$ cat src/rtl/imem_bank_loader_pkg.sv
// imem_bank_loader_pkg: shared state encoding and default sizes for the
// instruction-memory boot/reload sequencer.
`default_nettype none

package imem_bank_loader_pkg;

  localparam int AW_DEF    = 4;
  localparam int DW_DEF    = 16;
  localparam int IMG_DEPTH = 2 ** AW_DEF;

  typedef enum logic [1:0] {
    S_IDLE  = 2'd0,
    S_LOAD  = 2'd1,
    S_FLUSH = 2'd2,
    S_RUN   = 2'd3
  } state_e;

endpackage

`default_nettype wire

$ cat src/rtl/imem_bank_loader.sv
// imem_bank_loader: copies a selected code bank into instruction RAM one word
// per clock, holding the CPU and clearing its PC once the image is in place.
`default_nettype none

module imem_bank_loader
  import imem_bank_loader_pkg::*;
#(
  parameter int AW       = AW_DEF,
  parameter int DW       = DW_DEF,
  parameter int BW       = 2,
  parameter bit AUTOLOAD = 1'b1
) (
  input  logic          clk,
  input  logic          rst_n,
  input  logic          load_req,
  input  logic [BW-1:0] bank_sel,
  output logic [BW-1:0] img_bank,
  output logic [AW-1:0] img_addr,
  input  logic [DW-1:0] img_data,
  output logic          imem_we,
  output logic [AW-1:0] imem_waddr,
  output logic [DW-1:0] imem_wdata,
  output logic          cpu_hold,
  output logic          cpu_pc_clr,
  output logic          busy,
  output logic          load_done,
  output logic [DW-1:0] checksum
);

  state_e        state_q, state_d;
  logic [AW-1:0] cnt_q, cnt_d;
  logic [BW-1:0] bank_q, bank_d;
  logic [DW-1:0] chk_acc_q, chk_acc_d;
  logic [DW-1:0] checksum_q, checksum_d;
  logic          hold_q, hold_d;
  logic          pc_clr_q, pc_clr_d;
  logic          busy_q, busy_d;
  logic          done_q, done_d;

  always_comb begin
    state_d    = state_q;
    cnt_d      = cnt_q;
    bank_d     = bank_q;
    chk_acc_d  = chk_acc_q;
    checksum_d = checksum_q;
    case (state_q)
      S_IDLE: begin
        if (AUTOLOAD != 1'b0) begin
          bank_d  = '0;
          state_d = S_LOAD;
        end else if (load_req) begin
          bank_d  = bank_sel;
          state_d = S_LOAD;
        end
      end
      S_LOAD: begin
        chk_acc_d = chk_acc_q ^ img_data;
        cnt_d     = cnt_q + AW'(1);
        if (cnt_q == {AW{1'b1}}) begin
          state_d = S_FLUSH;
        end
      end
      S_FLUSH: begin
        checksum_d = chk_acc_q;
        chk_acc_d  = '0;
        state_d    = S_RUN;
      end
      S_RUN: begin
        if (load_req) begin
          bank_d  = bank_sel;
          state_d = S_LOAD;
        end
      end
      default: state_d = S_IDLE;
    endcase

    // Status outputs are registered, so decode them from the next state.
    hold_d   = (state_d != S_RUN);
    busy_d   = (state_d == S_LOAD) || (state_d == S_FLUSH);
    pc_clr_d = (state_d == S_FLUSH);
    done_d   = (state_d == S_FLUSH);
  end

  always_ff @(posedge clk or negedge rst_n) begin
    if (!rst_n) begin
      state_q    <= S_IDLE;
      cnt_q      <= '0;
      bank_q     <= '0;
      chk_acc_q  <= '0;
      checksum_q <= '0;
      hold_q     <= 1'b1;
      pc_clr_q   <= 1'b0;
      busy_q     <= 1'b0;
      done_q     <= 1'b0;
    end else begin
      state_q    <= state_d;
      cnt_q      <= cnt_d;
      bank_q     <= bank_d;
      chk_acc_q  <= chk_acc_d;
      checksum_q <= checksum_d;
      hold_q     <= hold_d;
      pc_clr_q   <= pc_clr_d;
      busy_q     <= busy_d;
      done_q     <= done_d;
    end
  end

  // Write port is decoded straight from state so a reset drops it at once.
  assign imem_we    = (state_q == S_LOAD);
  assign imem_waddr = cnt_q;
  assign imem_wdata = img_data;
  assign img_bank   = bank_q;
  assign img_addr   = cnt_q;

  assign cpu_hold   = hold_q;
  assign cpu_pc_clr = pc_clr_q;
  assign busy       = busy_q;
  assign load_done  = done_q;
  assign checksum   = checksum_q;

endmodule

`default_nettype wire

$ cat config.mk
export PLATFORM = sky130hd
export DESIGN_NAME = imem_bank_loader
export DESIGN_NICKNAME = d
export VERILOG_FILES = /design/src/rtl/imem_bank_loader_pkg.sv /design/src/rtl/imem_bank_loader.sv
export SDC_FILE = /design/constraint.sdc
export NUM_CORES = 1
export LEC_CHECK = 0
export ABC_AREA = 1
export BUFFER_PORTS_ARGS = -buffer_cell sky130_fd_sc_hd__buf_2
export CORE_MARGIN = 5
export CORE_UTILIZATION = 49
export CTS_CLUSTER_DIAMETER = 100
export DETAILED_ROUTE_END_ITERATION = 8
export HOLD_SLACK_MARGIN = 0.08
export PLACE_DENSITY = 0.8
export SLEW_MARGIN = 20
export SYNTH_ARGS = -nofsm -noshare
export SYNTH_HDL_FRONTEND = slang
export SYNTH_SLANG_ARGS = --single-unit
$ cat constraint.sdc
create_clock -name clk -period 2.1 [get_ports clk]
set_input_delay 0.21 -clock clk [delete_from_list [all_inputs] [get_ports clk]]
set_output_delay 0.21 -clock clk [all_outputs]
set_load 0.02 [all_outputs]
== After elaboration in Yosys (flattened, before gate mapping) ==
Index checks and enable logic that the tools add are counted.
Cells by class
  $add $sub $neg: 1
  equality and inequality tests: 8
  mux-type cells: 6
  bitwise logic cells: 1
  reduce and logical (&&, ||, !) cells: 5
Operators by type and width (count)
  16-bit case mux with 2 select lines: 1
  16-bit XOR: 1
  2-bit case mux with 4 select lines: 1
  2-bit == test (second input constant): 3
  2-bit two-way mux: 3
  4-bit by 1-bit adder with 4-bit output (second input constant): 1
  2-bit by 1-bit == test with 1-bit output (second input constant): 2
  4-bit == test (second input constant): 1
  2-bit != test (second input constant): 2
  2-bit case mux with 2 select lines: 1
  2-bit nonzero test: 2
  2-bit logical NOT: 1
  2-bit AND reduction: 1
  1-bit logical OR: 1
Storage, ports and cells
  register bits: 43
  input port bits: 21

== Longest topological paths before layout ==
Gate-level depths: netlist (run 1).
  word-level depth: 5
  gate-level depth with buffers: 11

== Worst setup path before layout (run 1) ==
OpenSTA, ideal clock, no wires.
  path kind: reg-to-reg
  start point: register state_q[0]
  end point: register busy_q, in the netlist busy
  library setup time: 126 ps
  arrival time: 1368 ps
  required time: 1974 ps
  path slack: 606 ps
  stages on the path, launching flop included: 11
  path buffers: 1
  clock period less this slack: 1494 ps
  cells stage by stage: dfrtp_1 inv_1 ha_1 buf_6 inv_2 nand2_1 inv_1 nand2_1 nand2_1 inv_1 ha_1
Between the ends
  longest elaborated chain between the ends: 4
  elaborated cells between the ends (all ways): 10
  classes of those cells: eq/ne (5); mux (3); reduce/logical (2)
Ends and longest elaborated chain
  from (decl): line imem_bank_loader.sv:30  | state_e state_q, state_d;
  from (signal assigned): line imem_bank_loader.sv:96  | state_q <= state_d;
  2-bit == test, or another cell as far along: line imem_bank_loader.sv:46  | case (state_q)
  2-bit case mux with 4 select lines (*): line imem_bank_loader.sv:46
  2-bit by 1-bit == test with 1-bit output or 2-bit == test (tied branches): line imem_bank_loader.sv:79  | busy_d = (state_d == S_LOAD) || (state_d == S_FLUSH);
  1-bit logical OR (*): line imem_bank_loader.sv:79
  net busy_d: line imem_bank_loader.sv:37  | logic busy_q, busy_d;
  to (signal assigned): line imem_bank_loader.sv:103  | busy_q <= busy_d;
  to (decl): line imem_bank_loader.sv:37
The timed path passes the listed nets; every way through them passes the cells marked *.
A chain may end at the register's enable or synchronous reset.

== Worst setup path in the final report (run 1) ==
Same ends and word-level chain as after synthesis.

==> run_results.csv, run 1 <==
group,metric,value,unit
status,status,"complete, no violations",
floorplan,start_util,50.1,%
sta,timing.setup.tns,0,ns
logic_synthesis,synth_edf_count,0,
floorplan,ios,68,
detailed_routing,routed_wl,3760,um
critical_path,setup.worst_path.end_class,"flip-flop",
global_routing,grt_max_degree,27,
cts,clk_path_buf_depth,2,
final_layout,utilization,58.6,%
global_routing,grt_pass1_vias,1484,
final_layout,drive_above_1_share,30.9,%
critical_path,crit_path_start_kind,"flip-flop",
critical_path,crit_type,"reg2reg",
logic_synthesis,ys_top_cells_by_area,"dfrtp_1 (53%), nand2_1 (10%), buf_4 (8.4%)",
cts,cts_tree,"yes",
critical_path,reg2reg_to,"busy",
sta,fin_crit_sh,76.4,%
sta,whs,0.153,ns
cts,ctsHtreeMaxLevel,2,
floorplan,num_rows,23,
detailed_routing,routed-via-count,1518,
global_routing,grt_pass1_wl,6580,um
sta,finalMaxSlewViolations,0,
cts,clk_latency,0.30,ns
detailed_routing,drc,0,
flow_run,max-cap-violations,0,
detailed_routing,dr.pass1.iters,4,
detailed_routing,routed_via_density,4.76,
cts,post_cts_resized,0,
sta,skew,0.00643,ns
logic_synthesis,synthFlopType,"dfrtp_1",
global_routing,antenna_found_initial,0,
logic_synthesis,synth_most_common_cell,"nand2_1",
critical_path,r2r_start,"state_q[0]",
logic_synthesis,synth_commonest_cells,"nand2_1 (55), dfrtp_1 (42), buf_4 (22)",
sta,rsz0062_at_grt,"false",
pwr,p_leak,1.29,nW
pwr,ir_drop,0.934,mV
critical_path,crit_end,"busy",
logic_synthesis,yosys.area.top_type,"dfrtp_1",
placement,portBuffers,67,
cts,postCtsSetupBuffers,0,
floorplan,die_w,73.5,um
global_routing,gr-total-overflow,0,
global_routing,grt_usage,15.9,%
final_layout,synthToLayoutAreaGrowth,17.0,%
critical_path,crit_arrival,1.79,ns
logic_synthesis,synth_seq_cells,43,
logic_synthesis,syn-num-nets,243,
floorplan,dieArea,5400,um^2
cts,cts_sinks,43,
floorplan,core,3940,um^2
critical_path,crit_path_start,"state_q[0]",
detailed_routing,antenna_left,0,
detailed_routing,detail_route.wl_per_cell,11.8,um
logic_synthesis,yosysSeqAreaShare,54.5,%
critical_path,rrSetupSlack,0.49,ns
logic_synthesis,synth_cell_types,20,
placement,gp_congestion,0.769,
final_layout,finalNetCount,295,
critical_path,critical_path_required,2.29,ns
cts,clockRootBuffer,"clkbuf_8",
pwr,p_per_area,1670,nW/um^2
sta,setup_viol_count_final,0,
final_layout,num_antenna_cells,0,
critical_path,cp_max_fo,10,
placement,place_area,2200,um^2
floorplan,chipHeight,73.5,um
logic_synthesis,avgSynthCellArea,9.15,um^2
sta,hold_viol,0,
placement,dp_hpwl,2790,um
cts,clkTransAtPathRegs,0.07,ns
critical_path,r2r.worst_path.cells,9,
final_layout,fin_area,2310,um^2
sta,fin_crit,1.61,ns
logic_synthesis,synthCells,216,
logic_synthesis,syn_area,1980,um^2
logic_synthesis,synth_top_area_share,53.2,%
hold_path,min_path_type,"in2reg",
cts,cts_inserted_buffers,5,
sta,max_freq,623,MHz
sta,slew_headroom,62.4,%
sta,tightest_slew,0.564,ns
logic_synthesis,yosysWarningCount,0,
detailed_routing,dr.first_iter.drc_count,80,
cts,ctsHoldBuffers,1,
logic_synthesis,async_reset_ff_share,100,%
==> how the worst min path moves through the flow <==
stage	start	to	slack, ns	cells after the start
floorplan	rst_n	busy	-0.09	0
global placement	rst_n	checksum[0]	0.25	1
detailed placement	rst_n	imem_waddr[0]	0.24	1
CTS	bank_sel[0]	img_bank[0]	0.15	3
global route	bank_sel[0]	img_bank[0]	0.16	3
finish	bank_sel[0]	img_bank[0]	0.15	3
==> placed cells by master (no fill, tap or decap) <==
cell / synthesis / routed
dfstp_2: 1 / 1
o21ai_1: 6 / 6
buf_4: 22 / 4
nor2_1: 8 / 8
ha_1: 6 / 6
dlygate4sd3_1: 0 / 1
a21oi_1: 16 / 16
dfrtp_1: 42 / 42
inv_1: 20 / 20
o21ai_0: 15 / 15
nand2_2: 1 / 1
xnor2_1: 1 / 1
clkbuf_1: 0 / 1
mux2_2: 1 / 1
nand3_1: 12 / 12
nand2_1: 55 / 55
nor3_2: 1 / 1
inv_2: 1 / 1
xor2_1: 2 / 2
nand4_1: 1 / 1
clkbuf_8: 0 / 7
buf_2: 3 / 67
==> power breakdown <==
part | internal, mW | switching (mW)
sequential | 1.25 | 0.229
combinational | 0.637 | 1.18
clock | 0.300 | 0.271
==> final cells by class <==
cell class | count | area (um^2)
Multi-Input combinational cell | 125 | 617
Inverter | 21 | 78.8
Tap cell | 50 | 62.6
Fill cell | 361 | 1630
Clock buffer | 8 | 100
Timing Repair Buffer | 72 | 375
Sequential cell | 43 | 1080
==> cell families after synthesis <==
| logic type | synth area share [%] |
|---|---|
| buf+inv | 14.2 |
| xor+xnor | 1.33 |
| compound gates | 9.37 |
| fa+ha+maj | 3.80 |
| simple gates | 16.2 |
| mux | 0.570 |
| flops | 54.5 |
==> routing by layer <==
layer	wire length, um	share of wire [%]	track usage [%]
met5	0	0	0
met4	95	2.5	9.05
met3	315	8.4	3.42
met2	1720	46	25.6
met1	1630	43	19.8
==> critical path: stages (launching register included) <==
cell and delay [ns]:
dfrtp_1 0.42, inv_1 0.09, ha_1 0.41, inv_2 0.06, nand2_1 0.07, inv_1 0.03
nand2_1 0.05, nand2_1 0.08, inv_1 0.07, ha_1 0.22
==> through the flow <==
stage / power (mW) / setup WS [ns] / std cells
final: 3.87 / 0.495 / 319
after global routing: 4.23 / 0.366 / 319
after CTS: 3.91 / 0.485 / 319
after detailed placement: 3.33 / 0.508 / 310
after global placement: 3.26 / 0.543 / 310
after floorplan: 2.86 / 0.606 / 216
==> state kept, by name, summed over array words and instances, names as in the netlist <==
name / count
chk_acc_q: 16
busy: 1
load_done: 1
checksum: 16
img_bank: 2
state_q: 2
cpu_hold: 1
imem_waddr: 4
(Power assumes the default switching activity.)
==> inputs of run 2 (changes only) <==
--- a/config.mk
+++ b/config.mk
@@ -8,11 +8,11 @@
 export ABC_AREA = 1
 export BUFFER_PORTS_ARGS = -buffer_cell sky130_fd_sc_hd__buf_2
 export CORE_MARGIN = 5
-export CORE_UTILIZATION = 49
+export CORE_UTILIZATION = 45
 export CTS_CLUSTER_DIAMETER = 100
 export DETAILED_ROUTE_END_ITERATION = 8
 export HOLD_SLACK_MARGIN = 0.08
-export PLACE_DENSITY = 0.8
+export PLACE_DENSITY = 0.78
 export SLEW_MARGIN = 20
 export SYNTH_ARGS = -nofsm -noshare
 export SYNTH_HDL_FRONTEND = slang
==> constraint.sdc (replaced) <==
create_clock -name clk -period 1.4 [get_ports clk]
set_input_delay 0.14 -clock clk [delete_from_list [all_inputs] [get_ports clk]]
set_output_delay 0.14 -clock clk [all_outputs]
set_load 0.02 [all_outputs]
==> run_results.csv, run 2 (synthesis results as in run 1) <==
group,metric,value,unit
global_routing,grt_pass1_wl,6950,um
cts,clk_path_buf_depth,2,
cts,clk_latency,0.29,ns
critical_path,crit_type,"reg2reg",
detailed_routing,routed_wl,4380,um
flow_run,max-cap-violations,0,
floorplan,die_w,76.3,um
floorplan,ios,68,
sta,whs,0.103,ns
final_layout,layout_commonest_cell,"buf_2",
cts,clkTransAtPathRegs,0.08,ns
critical_path,critical_path_required,1.58,ns
global_routing,grt_max_degree,26,
detailed_routing,dr.first_iter.drc_count,76,
floorplan,chipHeight,76.3,um
sta,tightest_slew,0.347,ns
hold_path,min_from,"bank_sel[1]",
sta,setup_ws,-0.0379,ns
floorplan,core,4290,um^2
detailed_routing,routed-via-count,1602,
final_layout,utilization,61.0,%
sta,rsz0062_at_grt,"true",
final_layout,layout_common_cells,"buf_2 (66), nand2_1 (48), dfrtp_1 (39)",
critical_path,crit_path_start_kind,"flip-flop",
global_routing,grt_usage,14.3,%
cts,clockRootBuffer,"clkbuf_8",
final_layout,synthToLayoutAreaGrowth,32.6,%
sta,finalMaxSlewViolations,0,
critical_path,crit_path_start,"state_q[1]",
final_layout,final_cells,335,
placement,dp.cells,319,
pwr,ir_drop,0.969,mV
sta,fin_crit_sh,103,%
status,status,"finished with violations",
critical_path,setup.worst_path.end_class,"flip-flop",
global_routing,grt_pass1_vias,1500,
global_routing,antenna_found_initial,0,
cts,ctsHtreeMaxLevel,2,
placement,dp_worst_setup_slack,-0.0619,ns
pwr,p_int,4.12,mW
sta,timing.setup.tns,-0.0472,ns
detailed_routing,dr.pass1.iters,4,
sta,fin_crit,1.44,ns
critical_path,r2r_start,"state_q[1]",
sta,slew_headroom,76.9,%
pwr,p_sw_share,41.2,%
placement,dp_hpwl,2960,um
detailed_routing,drc,0,
pwr,power.share.combinational,53.8,%
final_layout,drive_above_1_share,42.0,%
detailed_routing,routed_via_density,4.78,
cts,cts_tree,"yes",
critical_path,cp_max_fo,4,
pwr,seqPwrFrac,32.0,%
floorplan,start_util,46.0,%
sta,skew,0.00477,ns
floorplan,dieArea,5820,um^2
pwr,power_switching,2.88,mW
sta,max_freq,695,MHz
placement,portBuffers,67,
pwr,clock_power_share,14.3,%
sta,hold_viol,0,
placement,gp_congestion,0.736,
hold_path,min_path_type,"in2reg",
sta,setup_viol_count_final,2,
status,violations,"negative setup slack",
floorplan,num_rows,24,
global_routing,gr-total-overflow,0,
detailed_routing,antenna_left,0,
final_layout,num_antenna_cells,0,
detailed_routing,detail_route.wl_per_cell,13.1,um
pwr,p_leak,1.41,nW
final_layout,finalNetCount,309,
cts,cts_sinks,43,
pwr,p_per_area,2670,nW/um^2
cts,cts_inserted_buffers,5,
critical_path,crit_arrival,1.62,ns
-- run 2: cell count changes in the layout (fill, tap and decap cells not counted), moves of 3 or more --
cell	previous run	this run
buf_4	4	11
o21ai_0	15	12
ha_4	0	4
buf_6	0	3
dfrtp_1	42	39
nand2_2	1	7
dfrtp_2	0	3
inv_1	20	17
o21ai_2	0	3
nand2_1	55	48
ha_1	6	1
-- run 2: through the flow --
stage / power (mW) / instance area (um^2)
6_report: 7.00 / 2620
5_1_grt: 7.52 / 2620
4_1_cts: 6.58 / 2510
3_5_place_dp: 5.26 / 2290
3_3_place_gp: 5.12 / 2290
2_1_floorplan: 4.31 / 1980
-- run 2: per-layer routing --
metal	global-route usage [%]	wire (um)	up-vias
met5	0	0	-
met4	3.67	44	0
met3	4.37	272	5
met2	24.7	2220	47
met1	17.2	1840	745
li1	-	-	805
-- run 2: worst paths after layout --
path                       slack, ns             to  depth (start not counted)
max                            -0.04           busy                          8
min                             0.10    img_bank[1]                          3
max reg2reg                    -0.04           busy                          8
min reg2reg                     0.47    checksum[9]                          2
max in group asynchronous       0.60    checksum[9]                          3
min in group asynchronous       0.28  imem_waddr[0]                          2
-- run 2: repair_timing --
| item | in CTS | in global routing |
|---|---|---|
| setup endpoints to repair | 12 | 7 |
| hold endpoints to repair | 29 | 0 |
| buffers inserted | 2 | 2 |
| gates resized for setup | 16 | 17 |
| hold buffers | 2 | 0 |
| cloned | 0 | 2 |
| pin swaps | 2 | 10 |
-- run 2: power groups by stage --
stage | Sequential, mW | Combinational [mW] | Clock (mW)
2_1_floorplan | 2.63 | 1.68 | 0
3_3_place_gp | 2.19 | 2.93 | 0
3_5_place_dp | 2.21 | 3.05 | 0
4_1_cts | 2.21 | 3.35 | 1.02
5_1_grt | 2.31 | 4.14 | 1.08
6_report | 2.24 | 3.76 | 0.997
-- run 2: worst max-delay path, stage by stage (launching register included) --
cell and delay, ns:
dfrtp_2 0.48, ha_4 0.21, nand3_1 0.09, nand2_1 0.07
inv_2 0.06, nand2_2 0.05, nand2_2 0.06, inv_1 0.04
ha_1 0.26
-- run 2: final cells by class --
cell class	instances	area [um^2]
repair buffers	86	557
well taps	52	65.1
fillers	383	1680
inverters	21	83.8
clock buffers	6	82.6
flip-flops and latches	43	1080
clock inverters	2	35.0
multi-input cells	125	714
==> inputs of run 3 (changes only) <==
--- a/config.mk
+++ b/config.mk
@@ -8,11 +8,11 @@
 export ABC_AREA = 1
 export BUFFER_PORTS_ARGS = -buffer_cell sky130_fd_sc_hd__buf_2
 export CORE_MARGIN = 5
-export CORE_UTILIZATION = 45
+export CORE_UTILIZATION = 30
 export CTS_CLUSTER_DIAMETER = 100
 export DETAILED_ROUTE_END_ITERATION = 8
 export HOLD_SLACK_MARGIN = 0.08
-export PLACE_DENSITY = 0.78
+export PLACE_DENSITY = 0.56
 export SLEW_MARGIN = 20
 export SYNTH_ARGS = -nofsm -noshare
 export SYNTH_HDL_FRONTEND = slang
==> run_results.csv, run 3 (synthesis results as in run 1) <==
group,metric,value,unit
detailed_routing,dr.first_iter.drc_count,29,
floorplan,ios,68,
global_routing,gr-total-overflow,0,
sta,max_freq,699,MHz
final_layout,drive_above_1_share,45.4,%
global_routing,use_met3,3.64,%
cts,cts_tree,"yes",
placement,dp_hpwl,3290,um
sta,finalMaxSlewViolations,0,
global_routing,grt_usage,10.8,%
placement,place_area,2370,um^2
final_layout,num_antenna_cells,0,
floorplan,core,6390,um^2
pwr,p_leak,1.47,nW
flow_run,max-cap-violations,0,
final_layout,synthToLayoutAreaGrowth,38.9,%
floorplan,chipHeight,91.2,um
sta,setup_viol_count_final,2,
global_routing,grt_util_met2,18.1,%
sta,timing.setup.tns,-0.0356,ns
status,violations,"negative setup slack",
sta,slew_headroom,70.6,%
sta,skew,0.00348,ns
global_routing,grt_max_degree,20,
detailed_routing,detail_route.wl_per_cell,12.2,um
detailed_routing,routed_via_density,4.40,
floorplan,num_rows,29,
global_routing,grt_pass1_wl,7470,um
cts,cts_inserted_buffers,5,
critical_path,cp_max_fo,3,
critical_path,setup.worst_path.end_class,"flip-flop",
cts,cts_sinks,43,
detailed_routing,antenna_left,0,
sta,fin_crit_sh,102,%
critical_path,rrSetupSlack,-0.03,ns
pwr,p_per_area,2570,nW/um^2
global_routing,antenna_found_initial,0,
placement,portBuffers,67,
final_layout,finalNetCount,317,
cts,clk_latency,0.28,ns
placement,dp_worst_setup_slack,-0.0164,ns
global_routing,busiest_layer,"met2",
sta,fin_crit,1.43,ns
placement,gp_congestion,0.712,
sta,rsz0062_at_grt,"true",
cts,clkTransAtPathRegs,0.07,ns
global_routing,use_met1,13.5,%
status,status,"finished with violations",
cts,ctsHtreeMaxLevel,2,
critical_path,crit_path_start_kind,"flip-flop",
hold_path,min_path_type,"in2reg",
floorplan,start_util,30.9,%
detailed_routing,routed_wl,4500,um
critical_path,critical_path_required,1.57,ns
sta,setup_ws,-0.0314,ns
final_layout,layout_commonest_cell,"buf_2",
floorplan,dieArea,8310,um^2
placement,dp.cells,349,
final_layout,final_cells,368,
pwr,ir_drop,1.32,mV
global_routing,grt_pass1_vias,1615,
cts,clk_path_buf_depth,2,
cts,clockRootBuffer,"clkbuf_8",
detailed_routing,dr.pass1.iters,4,
sta,hold_viol,0,
floorplan,die_w,91.2,um
sta,tightest_slew,0.441,ns
final_layout,fin_area,2740,um^2
detailed_routing,routed-via-count,1618,
critical_path,crit_arrival,1.60,ns
final_layout,layout_common_cells,"buf_2 (66), nand2_1 (45), dfrtp_1 (41)",
detailed_routing,drc,0,
critical_path,crit_type,"reg2reg",
-- run 3: changes by cell type in the layout (fill, tap and decap cells not counted), moves of 3 or more --
cell / before / now
nand2_2: 7 / 4
buf_6: 3 / 9
o21ai_1: 6 / 1
clkbuf_1: 0 / 3
o21ai_2: 3 / 8
buf_4: 11 / 14
nand2_4: 1 / 7
nand2_1: 48 / 45
-- run 3: layer usage --
layer,part of all wire (%),vias to the layer above
met5,0,-
met4,0.64,0
met3,7.1,4
met2,49,47
met1,43,754
li1,-,813
-- run 3: path summary, 6_finish.rpt --
kind,startpoint,to,depth (start not counted)
setup / recovery,state_q[0],busy,9
hold / removal,bank_sel[0],img_bank[0],3
setup reg to reg,state_q[0],busy,9
hold reg to reg,checksum[10],checksum[10],2
max in group asynchronous,rst_n,checksum[11],3
min in group asynchronous,rst_n,imem_waddr[3],2
-- run 3: critical path: stages, from the launching register on --
cell	delay (ns)
dfrtp_1	0.43
buf_6	0.14
ha_4	0.17
nand3_2	0.06
nand2_2	0.05
inv_2	0.04
nand2_1	0.04
nand2_1	0.07
inv_1	0.05
ha_1	0.28
-- run 3: area by class of cell --
type	instances	area (um^2)
Fill cell	642	3640
Timing Repair Buffer	94	632
Clock buffer	8	80.1
Tap cell	77	96.3
Multi-Input combinational cell	125	776
Inverter	21	81.3
Sequential cell	43	1080
-- run 3: stage by stage --
stage                     total power [mW]  util, %  hold slack [ns]
after floorplan                       4.31        -           -0.156
after global placement                5.34     37.1            0.111
after detailed placement              5.43     37.1            0.115
after CTS                             6.47     39.8           0.0813
after global routing                  7.66     43.0           0.0859
final                                 7.05     43.0           0.0923
-- run 3: what timing repair did --
item | CTS | global route
endpoints found under the setup margin | 9 | 17
hold buffers | 1 | 0
pin swaps | 1 | 19
gates resized for setup | 9 | 42
endpoints found under the hold margin | 16 | 0
gates cloned | 0 | 1
buffers inserted | 5 | 4
-- run 3: power by group --
part	switching (mW)	internal [mW]	leakage, nW
logic	2.24	1.87	0.926
registers	0.324	1.87	0.503
clock network	0.383	0.355	0.0395
